`src/rtl/mt9d111_pkg.sv`:
```
// Shared types and constants for the MT9D111 configuration path.
package mt9d111_pkg;

  // 7-bit sensor address 0x5D followed by the write bit.
  localparam logic [7:0] MT9D111_DEV_ADDR = 8'hBA;

  // Sensor registers used by the configuration table.
  localparam logic [7:0] REG_PAGE_SEL = 8'hF0;  // register page select
  localparam logic [7:0] REG_OUT_FMT  = 8'h97;  // output format configuration
  localparam logic [7:0] REG_MCU_ADDR = 8'hC6;  // MCU variable address (context/size vars)
  localparam logic [7:0] REG_MCU_DATA = 8'hC8;  // MCU variable data

  // One table entry is {register address, 16-bit data}.
  localparam int ENTRY_W = 24;
  // One bus frame is {device address, register address, data high, data low}.
  localparam int FRAME_W = 32;

  typedef enum logic [3:0] {
    ST_IDLE,
    ST_PWRUP,
    ST_LOAD,
    ST_START,
    ST_SHIFT,
    ST_ACK,
    ST_STOP,
    ST_GAP,
    ST_DONE
  } state_e;

  // Build the 4-byte MSB-first shift frame for one register write.
  function automatic logic [FRAME_W-1:0] make_frame(input logic [7:0]         dev,
                                                    input logic [ENTRY_W-1:0] entry);
    return {dev, entry};
  endfunction

endpackage

```
`src/rtl/mt9d111_config_rom.sv`:
```
// Register table that puts the MT9D111 into 320x240 YCbCr 4:2:2 output.
module mt9d111_config_rom
  import mt9d111_pkg::*;
#(
  parameter int IDX_W = 4
) (
  input  logic [IDX_W-1:0]   index_i,
  output logic [ENTRY_W-1:0] entry_o
);

  // Index to {addr, data} lookup; unused indices read as zero.
  always_comb begin
    entry_o = '0;
    case (index_i)
      IDX_W'(0):  entry_o = {REG_PAGE_SEL, 16'h0001};  // page 1 (IFP/MCU)
      IDX_W'(1):  entry_o = {REG_OUT_FMT,  16'h0000};  // YCbCr, no swaps
      IDX_W'(2):  entry_o = {REG_MCU_ADDR, 16'h2703};  // context A output width
      IDX_W'(3):  entry_o = {REG_MCU_DATA, 16'h0140};  // 320
      IDX_W'(4):  entry_o = {REG_MCU_ADDR, 16'h2705};  // context A output height
      IDX_W'(5):  entry_o = {REG_MCU_DATA, 16'h00F0};  // 240
      IDX_W'(6):  entry_o = {REG_MCU_ADDR, 16'h2707};  // context B output width
      IDX_W'(7):  entry_o = {REG_MCU_DATA, 16'h0140};  // 320
      IDX_W'(8):  entry_o = {REG_MCU_ADDR, 16'h2709};  // context B output height
      IDX_W'(9):  entry_o = {REG_MCU_DATA, 16'h00F0};  // 240
      IDX_W'(10): entry_o = {REG_MCU_ADDR, 16'h2755};  // context A output format
      IDX_W'(11): entry_o = {REG_MCU_DATA, 16'h0000};  // YCbCr 4:2:2
      IDX_W'(12): entry_o = {REG_MCU_ADDR, 16'h2757};  // context B output format
      IDX_W'(13): entry_o = {REG_MCU_DATA, 16'h0000};  // YCbCr 4:2:2
      IDX_W'(14): entry_o = {REG_MCU_ADDR, 16'hA103};  // sequencer command
      IDX_W'(15): entry_o = {REG_MCU_DATA, 16'h0005};  // refresh mode
      default:    entry_o = '0;
    endcase
  end

endmodule

```
`src/rtl/mt9d111_i2c_config.sv`:
```
// Power-up I2C sequencer: walks the register table and writes each entry to
// the MT9D111. Bus lines are open-drain; the *_oe outputs only pull low.
module mt9d111_i2c_config
  import mt9d111_pkg::*;
#(
  parameter int         CLK_HZ       = 50000000,
  parameter int         I2C_HZ       = 100000,
  parameter logic [7:0] DEV_ADDR     = MT9D111_DEV_ADDR,
  parameter int         NUM_REGS     = 16,
  parameter int         PWRUP_CYCLES = 50000,
  parameter int         GAP_CYCLES   = 500,
  parameter int         IDX_W        = $clog2(NUM_REGS)
) (
  input  logic             clk_50,
  input  logic             reset,
  input  logic             start,
  output logic             scl_oe,
  output logic             sda_oe,
  input  logic             sda_in,
  output logic             busy,
  output logic             done,
  output logic             ack_error,
  output logic [IDX_W-1:0] reg_index
);

  localparam int QTR     = CLK_HZ / (4 * I2C_HZ);
  localparam int QW      = (QTR > 1) ? $clog2(QTR) : 1;
  localparam int DLY_MAX = (PWRUP_CYCLES > GAP_CYCLES) ? PWRUP_CYCLES : GAP_CYCLES;
  localparam int CW      = $clog2(DLY_MAX + 1);

  localparam logic [QW-1:0]    QTR_LAST   = QW'(QTR - 1);
  localparam logic [CW-1:0]    PWRUP_LAST = CW'(PWRUP_CYCLES - 1);
  localparam logic [CW-1:0]    GAP_LAST   = CW'(GAP_CYCLES - 1);
  localparam logic [IDX_W-1:0] IDX_LAST   = IDX_W'(NUM_REGS - 1);

  state_e             state_q;
  logic [QW-1:0]      qcnt_q;     // cycle within the current quarter bit
  logic [1:0]         quarter_q;  // quarter within the current bit
  logic [CW-1:0]      dly_q;      // power-up / inter-write delay counter
  logic [2:0]         bit_q;
  logic [1:0]         byte_q;
  logic [FRAME_W-1:0] frame_q;
  logic               nack_q;
  logic               scl_oe_q;
  logic               sda_oe_q;
  logic               busy_q;
  logic               done_q;
  logic               ack_error_q;
  logic [IDX_W-1:0]   reg_index_q;

  logic [ENTRY_W-1:0] entry_s;
  logic [FRAME_W-1:0] frame_d;
  logic [QW-1:0]      qcnt_d;
  logic               qtick_s;

  mt9d111_config_rom #(
    .IDX_W(IDX_W)
  ) u_rom (
    .index_i(reg_index_q),
    .entry_o(entry_s)
  );

  assign frame_d = make_frame(DEV_ADDR, entry_s);
  assign qtick_s = (qcnt_q == QTR_LAST);
  assign qcnt_d  = qtick_s ? '0 : qcnt_q + QW'(1);

  assign scl_oe    = scl_oe_q;
  assign sda_oe    = sda_oe_q;
  assign busy      = busy_q;
  assign done      = done_q;
  assign ack_error = ack_error_q;
  assign reg_index = reg_index_q;

  // Sequencer: all line changes are applied at quarter boundaries and take
  // effect for the quarter being entered, so both lines stay registered.
  always_ff @(posedge clk_50) begin
    if (reset) begin
      state_q     <= ST_PWRUP;
      qcnt_q      <= '0;
      quarter_q   <= 2'd0;
      dly_q       <= '0;
      bit_q       <= 3'd0;
      byte_q      <= 2'd0;
      frame_q     <= '0;
      nack_q      <= 1'b0;
      scl_oe_q    <= 1'b0;
      sda_oe_q    <= 1'b0;
      busy_q      <= 1'b1;
      done_q      <= 1'b0;
      ack_error_q <= 1'b0;
      reg_index_q <= '0;
    end else begin
      case (state_q)
        ST_PWRUP: begin
          qcnt_q <= '0;
          if (dly_q == PWRUP_LAST) begin
            dly_q   <= '0;
            state_q <= ST_LOAD;
          end else begin
            dly_q <= dly_q + CW'(1);
          end
        end

        // One quarter with the bus idle while the frame is latched.
        ST_LOAD: begin
          frame_q   <= frame_d;
          byte_q    <= 2'd0;
          bit_q     <= 3'd0;
          nack_q    <= 1'b0;
          quarter_q <= 2'd0;
          qcnt_q    <= qcnt_d;
          if (qtick_s) begin
            state_q <= ST_START;
          end else begin
            state_q <= ST_LOAD;
          end
        end

        ST_START: begin
          qcnt_q <= qcnt_d;
          if (qtick_s) begin
            quarter_q <= quarter_q + 2'd1;
            case (quarter_q)
              2'd0: sda_oe_q <= 1'b1;          // SDA falls, SCL high
              2'd2: scl_oe_q <= 1'b1;          // SCL low
              2'd3: begin
                state_q  <= ST_SHIFT;
                bit_q    <= 3'd0;
                sda_oe_q <= ~frame_q[FRAME_W-1];
              end
              default: ;
            endcase
          end
        end

        ST_SHIFT: begin
          qcnt_q <= qcnt_d;
          if (qtick_s) begin
            quarter_q <= quarter_q + 2'd1;
            case (quarter_q)
              2'd0: scl_oe_q <= 1'b0;
              2'd2: scl_oe_q <= 1'b1;
              2'd3: begin
                frame_q <= {frame_q[FRAME_W-2:0], 1'b0};
                if (bit_q == 3'd7) begin
                  state_q  <= ST_ACK;
                  sda_oe_q <= 1'b0;            // hand SDA to the slave
                end else begin
                  bit_q    <= bit_q + 3'd1;
                  sda_oe_q <= ~frame_q[FRAME_W-2];
                end
              end
              default: ;
            endcase
          end
        end

        ST_ACK: begin
          qcnt_q <= qcnt_d;
          if (qtick_s) begin
            quarter_q <= quarter_q + 2'd1;
            case (quarter_q)
              2'd0: scl_oe_q <= 1'b0;
              2'd2: begin
                nack_q   <= sda_in;            // sampled at end of q2, SCL high
                scl_oe_q <= 1'b1;
              end
              2'd3: begin
                if (nack_q || (byte_q == 2'd3)) begin
                  state_q  <= ST_STOP;
                  sda_oe_q <= 1'b1;
                end else begin
                  state_q  <= ST_SHIFT;
                  byte_q   <= byte_q + 2'd1;
                  bit_q    <= 3'd0;
                  sda_oe_q <= ~frame_q[FRAME_W-1];
                end
              end
              default: ;
            endcase
          end
        end

        ST_STOP: begin
          qcnt_q <= qcnt_d;
          if (qtick_s) begin
            quarter_q <= quarter_q + 2'd1;
            case (quarter_q)
              2'd0: scl_oe_q <= 1'b0;
              2'd2: sda_oe_q <= 1'b0;          // SDA rises, SCL high
              2'd3: begin
                dly_q <= '0;
                if (nack_q) begin
                  state_q     <= ST_DONE;
                  ack_error_q <= 1'b1;
                  busy_q      <= 1'b0;
                end else if (reg_index_q == IDX_LAST) begin
                  state_q <= ST_DONE;
                  done_q  <= 1'b1;
                  busy_q  <= 1'b0;
                end else begin
                  state_q <= ST_GAP;
                end
              end
              default: ;
            endcase
          end
        end

        ST_GAP: begin
          qcnt_q <= '0;
          if (dly_q == GAP_LAST) begin
            dly_q       <= '0;
            reg_index_q <= reg_index_q + IDX_W'(1);
            state_q     <= ST_LOAD;
          end else begin
            dly_q <= dly_q + CW'(1);
          end
        end

        ST_DONE, ST_IDLE: begin
          qcnt_q <= '0;
          if (start) begin
            done_q      <= 1'b0;
            ack_error_q <= 1'b0;
            reg_index_q <= '0;
            busy_q      <= 1'b1;
            dly_q       <= '0;
            state_q     <= ST_LOAD;
          end else begin
            busy_q <= 1'b0;
          end
        end

        default: begin
          state_q  <= ST_PWRUP;
          scl_oe_q <= 1'b0;
          sda_oe_q <= 1'b0;
          busy_q   <= 1'b1;
          dly_q    <= '0;
          qcnt_q   <= '0;
        end
      endcase
    end
  end

endmodule

```
`config.mk`:
```
export PLATFORM = sky130hd
export DESIGN_NAME = mt9d111_i2c_config
export DESIGN_NICKNAME = d
export VERILOG_FILES = /design/src/rtl/mt9d111_pkg.sv /design/src/rtl/mt9d111_config_rom.sv /design/src/rtl/mt9d111_i2c_config.sv
export SDC_FILE = /design/constraint.sdc
export NUM_CORES = 1
export LEC_CHECK = 0
export BUFFER_PORTS_ARGS = -buffer_cell sky130_fd_sc_hd__buf_4
export CAP_MARGIN = 5
export CORE_ASPECT_RATIO = 1.5
export CORE_MARGIN = 1
export CORE_UTILIZATION = 55
export CTS_CLUSTER_SIZE = 25
export DETAILED_ROUTE_END_ITERATION = 10
export PLACE_DENSITY_LB_ADDON = 0.08
export SYNTH_ARGS = -nofsm -noshare
export SYNTH_HDL_FRONTEND = slang
export SYNTH_SLANG_ARGS = --single-unit
```
`constraint.sdc`:
```
create_clock -name clk_50 -period 2.3 [get_ports clk_50]
set_clock_uncertainty 0.1 [all_clocks]
set_input_delay 0.115 -clock clk_50 [delete_from_list [all_inputs] [get_ports clk_50]]
set_output_delay 0.115 -clock clk_50 [all_outputs]
set_load 0.01 [all_outputs]
```
==> results of run 1 <==
==> repair_timing <==
action,in CTS,in global routing
hold buffers,1,0
gates resized for setup,0,27
hold endpoints to repair,1,0
buffers inserted,0,5
endpoints found under the setup margin,0,17
==> registers in the layout, summed over array words and instances (netlist names) <==
signal / count
scl_oe: 1
quarter_q: 2
busy: 1
done: 1
u_rom.entry_o: 17
qcnt_q: 7
frame_q: 32
dly_q: 16
state_q: 4
byte_q: 2
reg_index: 4
ack_error: 1
sda_oe: 1
nack_q: 1
bit_q: 3
==> critical path, stage by stage (launching register included) <==
cell     delay (ns)
dfxtp_2        0.33
nor4b_4        0.35
nand4_4        0.20
nor2_4         0.21
mux2_4         0.35
inv_4          0.07
ha_4           0.20
and2_1         0.16
o32ai_2        0.25
==> logic make-up after synthesis <==
group,after synthesis,share of synthesized area [%]
mux,10,2.21
flops,93,40.0
simple gates,258,28.6
compound gates,115,16.8
buf+inv,51,5.01
xor+xnor,18,3.55
fa+ha+maj,14,3.77
==> path summary, 6_finish.rpt <==
| kind | startpoint | to | slack (ns) |
|---|---|---|---|
| max | dly_q[11]$_SDFFE_PP0P_ | u_rom.entry_o[4]$_DFF_P_ | -0.007 |
| min reg2reg | u_rom.entry_o[0]$_DFF_P_ | frame_q[0]$_SDFFE_PP0P_ | 0.34 |
| min | start | busy$_SDFFE_PP1P_ | 0.09 |
| max reg2reg | dly_q[11]$_SDFFE_PP0P_ | u_rom.entry_o[4]$_DFF_P_ | -0.007 |
==> routing by layer <==
metal	global-route usage (%)	part of all wire, %	wire (um)
met3	3.11	3.5	366
met4	10.9	2.2	234
met2	46.1	53	5580
met1	28.7	42	4400
met5	0	0	0
==> stage by stage <==
step                      instance area, um2  setup WS (ns)  setup TNS [ns]
final                                   5560       -0.00651        -0.00651
after global routing                    5560        -0.0853          -0.340
after CTS                               5430        0.00325               0
after detailed placement                5140         0.0230               0
after global placement                  5140         0.0615               0
after floorplan                         4670       0.000511               0
==> report_power, final <==
part / switching [mW] / leakage (nW) / internal [mW] / total [mW]
sequential: 0.0942 / 0.754 / 1.74 / 1.84
combinational: 0.885 / 1.13 / 0.654 / 1.54
clock: 0.621 / 0.128 / 0.762 / 1.38
==> final cells by class <==
| class | count | area share (%) |
|---|---|---|
| Inverter | 19 | 1.46 |
| Clock inverter | 5 | 0.653 |
| Timing Repair Buffer | 69 | 9.59 |
| Sequential cell | 93 | 33.7 |
| Multi-Input combinational cell | 415 | 47.9 |
| Clock buffer | 11 | 4.37 |
| Tap cell | 105 | 2.36 |
==> placed cells by master, fill, tap and decap left out, drive strengths merged, types with 10 or more instances in the layout <==
master  synthesis  final
buf            14     68
nand2b         10     10
clkbuf         18     11
o21ai          20     20
inv            18     18
ha             14     14
a21oi          38     38
nor2           78     78
xnor2          13     13
nand2          61     61
dfxtp          93     93
nand3          23     23
nor3           23     23
a311oi         13     13
==> metrics.cfg, run 1 <==
[sta]
period_needed_ns=2.31
holdWs_ns=0.0911
rsz0062_at_grt=yes
finalWorstSetupSlack_ns=-0.00651
slew_headroom_pct=65.4
hold_viol_final=0
tightest_slew_ns=0.519
max_freq_mhz=434
post-route-period-util_pct=100
slew_violations=0
setup_viol=1

[clock_tree]
clk_pin_slew_ns=0.06
htree_num_levels=3
cts_sinks=93
insertion_delay_ns=0.34
cts_buffers=9
tritoncts=done
cts_buffer_depth=2
root_buffer=clkbuf_16

[die]
start_util_pct=57.3
core_um2=8110
rows=40
die_area_um2=8830
dieWidth_um=77.1
die_h_um=115
io_pins=13

[critical_path]
worstPathMaxFanout=6
critPathKind=reg -> reg
crit_arrival_ns=2.46
start_kind=flip-flop
r2r_cells=8
endpoint_kind=flip-flop
crit_required_ns=2.45

[route]
via_count=4116
antenna_left=0
drtPass1Iterations=5
wl_per_cell_um=14.8
drc=0
initialDrtViolationCount=260
avgViaCountPerCell=5.74
wl_mm=10.6

[job]
maxCapViolCount=0

[placement]
dp.final_hpwl_mm=7.60
gpl.final_weighted_congestion=0.904
port_buffers=12
place_inst=695

[cells_and_area]
ff_latch_area_um2=1870
final_cells=717
syn2layout_area_growth_pct=19.5
antenna_cells=0
nets=625
fin_util_pct=68.5
layout-drive-gt1-share_pct=21.2
multi_input_area_um2=2660
fill_cells=688

[logic_synthesis]
yosysSeqAreaShare_pct=40.0
synth_edf_count=0
synth.distinct_cells=75
synth_top_area_share_pct=40.0
syn_area_um2=4650
synth_commonest_cells=dfxtp_1, nor2_1, nand2_1
synth_cells=559
synthFlopType=dfxtp_1
synthTopCellsByArea=dfxtp_1, nor2_1, nand2_1
synth.avg_cell_area_um2=8.32
ys.warnings.count=0
syn_nets=577
synth_most_common_cell=dfxtp_1
ys_ff_latch=93
async_reset_ff_share_pct=0
yosys.area.top_type=dfxtp_1

[grt]
grt_pass1_wl_mm=17.7
gr-total-overflow=0
antenna_found_initial=0
grt_pass1_vias=3828
grtUsageTotal_pct=25.0
grt_max_degree=49

[outcome]
outcome=finished with violations
failed_checks=negative setup slack

[min_path]
hold_depth=4
hp-class=in -> reg

[power_and_ir_drop]
power_mw=4.76
power.density_nw_per_um2=856
peakVddDrop_uv=602
leakage_nw=2.01

Power figures use the tool's default switching activity.
==> run 2, diff against run 1 <==
- CORE_ASPECT_RATIO: 1.5 -> not set
==> run 2 against run 1 <==
The run now ends clean. Hold slack lost 0.015 ns. Final area grew 0.81%. Final cell count grew 0.56%. Sequential share of layout area shrank 0.32 points. Highest routed layer unchanged. Die area is essentially flat. Non-clock buffer count grew 5. Clock power shrank 20%. Power shrank 2.7%. Combinational power grew 11%. Via count grew 0.70%.
==> metrics.cfg, run 2 (synthesized netlist as in run 1, its figures left out) <==
[outcome]
outcome=complete, no violations

[placement]
dp.final_hpwl_mm=7.32  ; -3.7%
gpl.final_weighted_congestion=0.908  ; +0.42%
port_buffers=12  ; unchanged
preCtsSetupSlack_ns=-0.0217  ; -0.0447 ns
place_inst=690  ; -0.72%
placed_area_um2=5100  ; -0.73%

[sta]
finalWorstSetupSlack_ns=0.0323  ; +0.0388 ns
setup_viol=0  ; -1
slew_violations=0  ; unchanged
post-route-period-util_pct=98.6  ; -1.7 points
rsz0062_at_grt=yes
holdWs_ns=0.0765  ; -0.0145 ns
period_needed_ns=2.27  ; -0.0388 ns
hold_viol_final=0  ; unchanged
max_freq_mhz=441  ; +1.7%
tns_ns=0  ; +0.00651 ns
slew_headroom_pct=65.0  ; -0.46 points
tightest_slew_ns=0.522  ; +0.00332 ns

[grt]
grtUsageTotal_pct=25.7  ; +0.67 points
gr-total-overflow=0  ; unchanged
antenna_found_initial=0  ; unchanged
grt_pass1_vias=3678  ; -3.9%
grt_pass1_wl_mm=17.8  ; +0.50%
grt_max_degree=43  ; -12%

[cells_and_area]
layout_common_cells=dfxtp_1, nor2_1, buf_4, nand2_1, a21oi_1
final_cells=721  ; +0.56%
top_register=frame_q
fill_cells=669  ; -2.8%
largest_reg_flops=32  ; unchanged
finish.instance_area_um2=5600  ; +0.81%
syn2layout_area_growth_pct=20.5
fin_util_pct=68.2  ; -0.36 points
nets=630  ; +0.80%
antenna_cells=0  ; unchanged
layout_commonest_cell=dfxtp_1
layout-drive-gt1-share_pct=22.7  ; +1.5 points

[die]
io_pins=13  ; unchanged
start_util_pct=56.6  ; -0.76 points
die_area_um2=8830  ; about the same
core_um2=8220  ; +1.3%
rows=33  ; -18%
dieWidth_um=93.9  ; +22%
die_h_um=93.9  ; -18%

[clock_tree]
htree_num_levels=3  ; unchanged
tritoncts=done
clk_pin_slew_ns=0.09  ; +0.03 ns
cts_buffer_depth=2  ; unchanged
cts_sinks=93  ; unchanged
insertion_delay_ns=0.36  ; +0.02 ns
cts_buffers=9  ; unchanged
root_buffer=clkbuf_8

[power_and_ir_drop]
power.density_nw_per_um2=826  ; -3.5%
power_mw=4.63  ; -2.7%
leakage_nw=2.02  ; +0.54%
peakVddDrop_uv=403  ; -33%

[critical_path]
crit_arrival_ns=2.45  ; about the same
critPathKind=reg -> reg
r2r_cells=8  ; unchanged
crit_required_ns=2.48  ; +0.03 ns
cp_num_cells=8  ; unchanged
cp_top_family=simple AND/OR/NAND/NOR gates
slowest_delay_ns=0.35  ; about the same
worstPathMaxFanout=5  ; -1
endpoint_kind=flip-flop
start_kind=flip-flop
crit_buf_inv=1  ; unchanged
cp_slowest_cell=dfxtp_2
path_cells=nor4b_4 > nand4_4 > nor2_4 > mux2_4 > inv_2 > ha_4 > and2_4 > o32ai_2

[route]
drc=0  ; unchanged
drtPass1Iterations=4  ; -1
wl_per_cell_um=15.3  ; +3.5%
wl_mm=11.0  ; +4.1%
initialDrtViolationCount=189  ; -27%
antenna_left=0  ; unchanged
via_count=4145  ; +0.70%
avgViaCountPerCell=5.75  ; +0.15%

[min_path]
hold_depth=4  ; unchanged
hp-class=in -> reg

[job]
maxCapViolCount=0  ; unchanged

## run 2: cell count changes in the layout (fill, tap and decap cells not counted), moves of 3 or more
cell	before	now
inv_6	0	3
buf_6	0	4
o21ai_1	5	2
clkbuf_16	9	0
clkbuf_8	1	9
## run 2: worst register-to-register path, stage by stage, from the launching register on
cell and delay [ns]:
dfxtp_2 0.35, nor4b_4 0.35, nand4_4 0.19, nor2_4 0.18
mux2_4 0.35, inv_2 0.10, ha_4 0.21, and2_4 0.14
o32ai_2 0.23
## run 2: per-layer routing
metal	vias up	track usage [%]	wire [um]
met3	16	5.02	561
li1	2086	-	-
met1	1935	35.7	5310
met4	0	8.85	164
met2	108	39.4	4970
met5	-	0	0
## run 2: path summary, 6_finish.rpt
kind                                   end  slack, ns                    from
hold reg to reg       qcnt_q[0]$_SDFF_PP0_       0.33    qcnt_q[0]$_SDFF_PP0_
setup / recovery  u_rom.entry_o[4]$_DFF_P_       0.03  dly_q[10]$_SDFFE_PP0P_
hold / removal           busy$_SDFFE_PP1P_       0.08                   start
setup reg to reg  u_rom.entry_o[4]$_DFF_P_       0.03  dly_q[10]$_SDFFE_PP0P_
## run 2: final cells by class
class / count / area (um2) / share of cell area (%)
multi-input cells: 415 / 2740 / 48.9
clock inverters: 6 / 68.8 / 1.23
flip-flops and latches: 93 / 1870 / 33.4
well taps: 105 / 131 / 2.35
clock buffers: 9 / 124 / 2.21
inverters: 19 / 78.8 / 1.41
repair buffers: 74 / 588 / 10.5
## run 2: power breakdown
part	leakage [nW]	switching [mW]	total (mW)	internal, mW
sequential	0.754	0.0757	1.81	1.74
clock	0.0965	0.598	1.10	0.507
combinational	1.17	0.953	1.71	0.759
total	2.02	1.63	4.63	3.00
## run 2: repair_timing
action / 4_1_cts / 5_1_grt
gates resized for setup: 4 / 37
hold endpoints to repair: 8 / 0
gates cloned: 0 / 0
pin swaps: 3 / 17
hold buffers: 2 / 0
setup buffers: 5 / 9
setup endpoints to repair: 4 / 26
==> run 3, diff against run 2 <==
- clock period: 2.3 -> 2.25 ns (I/O delays scaled with it)
==> run 3 against run 2 <==
Sequential power is 3% higher. Count of clock-buffer cells in the layout stayed put. Routed wire length is 2.1% lower. Power is 4.0% higher. Worst setup slack worse by 0.030 ns. Highest routed layer unchanged. Combinational power hardly changed. Largest cell class unchanged. Global-route usage is 0.49 points lower.
==> metrics.cfg, run 3 (synthesized netlist as in run 1, its figures left out) <==
[outcome]
outcome=complete, no violations

[grt]
antenna_found_initial=0  ; unchanged
gr-total-overflow=0  ; unchanged
grt_pass1_vias=3706  ; +0.76%
grt_pass1_wl_mm=17.5  ; -1.8%
grtUsageTotal_pct=25.2  ; -0.49 points
grt_max_degree=43  ; unchanged

[die]
dieWidth_um=93.9  ; unchanged
die_h_um=93.9  ; unchanged
io_pins=13  ; unchanged
start_util_pct=56.6  ; unchanged
rows=33  ; unchanged
die_area_um2=8830  ; unchanged
core_um2=8220  ; unchanged

[clock_tree]
clk_pin_slew_ns=0.10  ; about the same
htree_num_levels=3  ; unchanged
cts_sinks=93  ; unchanged
cts_buffers=9  ; unchanged
insertion_delay_ns=0.35  ; about the same
cts_buffer_depth=2  ; unchanged
tritoncts=done
root_buffer=clkbuf_8

[sta]
rsz0062_at_grt=yes
max_freq_mhz=445  ; +0.91%
tns_ns=0  ; unchanged
period_needed_ns=2.25  ; -0.0204 ns
slew_headroom_pct=66.4  ; +1.5 points
finalWorstSetupSlack_ns=0.00263  ; -0.0296 ns
post-route-period-util_pct=99.9  ; +1.3 points
setup_viol=0  ; unchanged
tightest_slew_ns=0.501  ; -0.0210 ns
hold_viol_final=0  ; unchanged
slew_violations=0  ; unchanged

[route]
via_count=4090  ; -1.3%
wl_mm=10.8  ; -2.1%
initialDrtViolationCount=204  ; +7.9%
avgViaCountPerCell=5.70  ; -0.78%
drtPass1Iterations=5  ; +1
wl_per_cell_um=15.0  ; -1.6%
drc=0  ; unchanged
antenna_left=0  ; unchanged

[cells_and_area]
largest_reg_flops=32  ; unchanged
multi_input_area_um2=2740  ; -0.18%
layout_commonest_cell=dfxtp_1
fin_util_pct=68.1  ; about the same
layout-drive-gt1-share_pct=22.1  ; -0.67 points
nets=626  ; -0.63%
fill_cells=643  ; -3.9%
antenna_cells=0  ; unchanged
layout_common_cells=dfxtp_1, nor2_1, buf_4, nand2_1, a21oi_1
syn2layout_area_growth_pct=20.4  ; about the same
top_register=frame_q
ff_latch_area_um2=1870  ; unchanged
final_cells=717  ; -0.55%

[critical_path]
crit_required_ns=2.40  ; -0.08 ns
reg2reg_slack_ns=0.003  ; -0.03 ns
endpoint_kind=flip-flop
start_kind=flip-flop
critPathKind=reg -> reg
worstPathMaxFanout=7  ; +2
crit_arrival_ns=2.40  ; -0.05 ns

[placement]
place_inst=692  ; +0.29%
gpl.final_weighted_congestion=0.929  ; +2.4%
preCtsSetupSlack_ns=-0.0442  ; -0.0225 ns
dp.final_hpwl_mm=7.48  ; +2.2%
port_buffers=12  ; unchanged

[power_and_ir_drop]
power.density_nw_per_um2=859  ; +4.0%
leakage_nw=2.00  ; -0.96%
power_mw=4.81  ; +4.0%
peakVddDrop_uv=349  ; -13%

[min_path]
hp-class=in -> reg

[job]
maxCapViolCount=0  ; unchanged

[run 3: changes by cell type in the layout (fill, tap and decap cells not counted), sizes merged]
cell	before	now
buf	72	68
bufinv	1	2
inv	21	20
[run 3: timing repair]
action,in CTS,in global routing
setup buffers,6,3
setup endpoints to repair,6,33
pin swaps,5,16
hold endpoints to repair,8,0
resized for setup,8,26
hold buffers,2,0
[run 3: final cells by class]
cell class / count / share of cell area, %
clock inverter: 6 / 1.68
inverter: 19 / 1.45
multi-input combinational: 415 / 48.9
timing repair buffer: 70 / 10.1
clock buffer: 9 / 2.21
tap: 105 / 2.35
sequential: 93 / 33.4
[run 3: worst paths after layout]
kind                            startpoint  cells after the start                  endpoint
setup / recovery    dly_q[11]$_SDFFE_PP0P_                     10  u_rom.entry_o[6]$_DFF_P_
hold reg to reg   u_rom.entry_o[0]$_DFF_P_                      2   frame_q[0]$_SDFFE_PP0P_
hold / removal                       start                      4         busy$_SDFFE_PP1P_
setup reg to reg    dly_q[11]$_SDFFE_PP0P_                     10  u_rom.entry_o[6]$_DFF_P_
[run 3: worst max-delay path, stage by stage, from the launching register on]
cell and delay, ns:
dfxtp_1 0.35, nor4b_4 0.34, nand4_4 0.20, buf_4 0.19, buf_6 0.11, nor4_4 0.18
o21ai_4 0.13, inv_4 0.10, buf_4 0.15, nor2_1 0.06, a221o_1 0.25
[run 3: layer usage]
metal | track usage, % | share of wire (%) | vias to the layer above
li1 | - | - | 2077
met1 | 34.7 | 49 | 1922
met2 | 40.4 | 47 | 83
met3 | 4.85 | 3.6 | 8
met4 | 5.90 | 0.68 | 0
met5 | 0 | 0 | -
[run 3: metrics by stage]
step	hold slack, ns	cell area (um2)
finish	0.112	5600
global route	0.0864	5600
CTS	0.0892	5460
detailed placement	0.316	5140
global placement	0.314	5140
floorplan	0.162	4680
[run 3: where the power goes]
group | switching, mW | total (mW) | internal (mW)
logic | 0.947 | 1.71 | 0.763
registers | 0.0904 | 1.87 | 1.78
clock network | 0.603 | 1.23 | 0.630
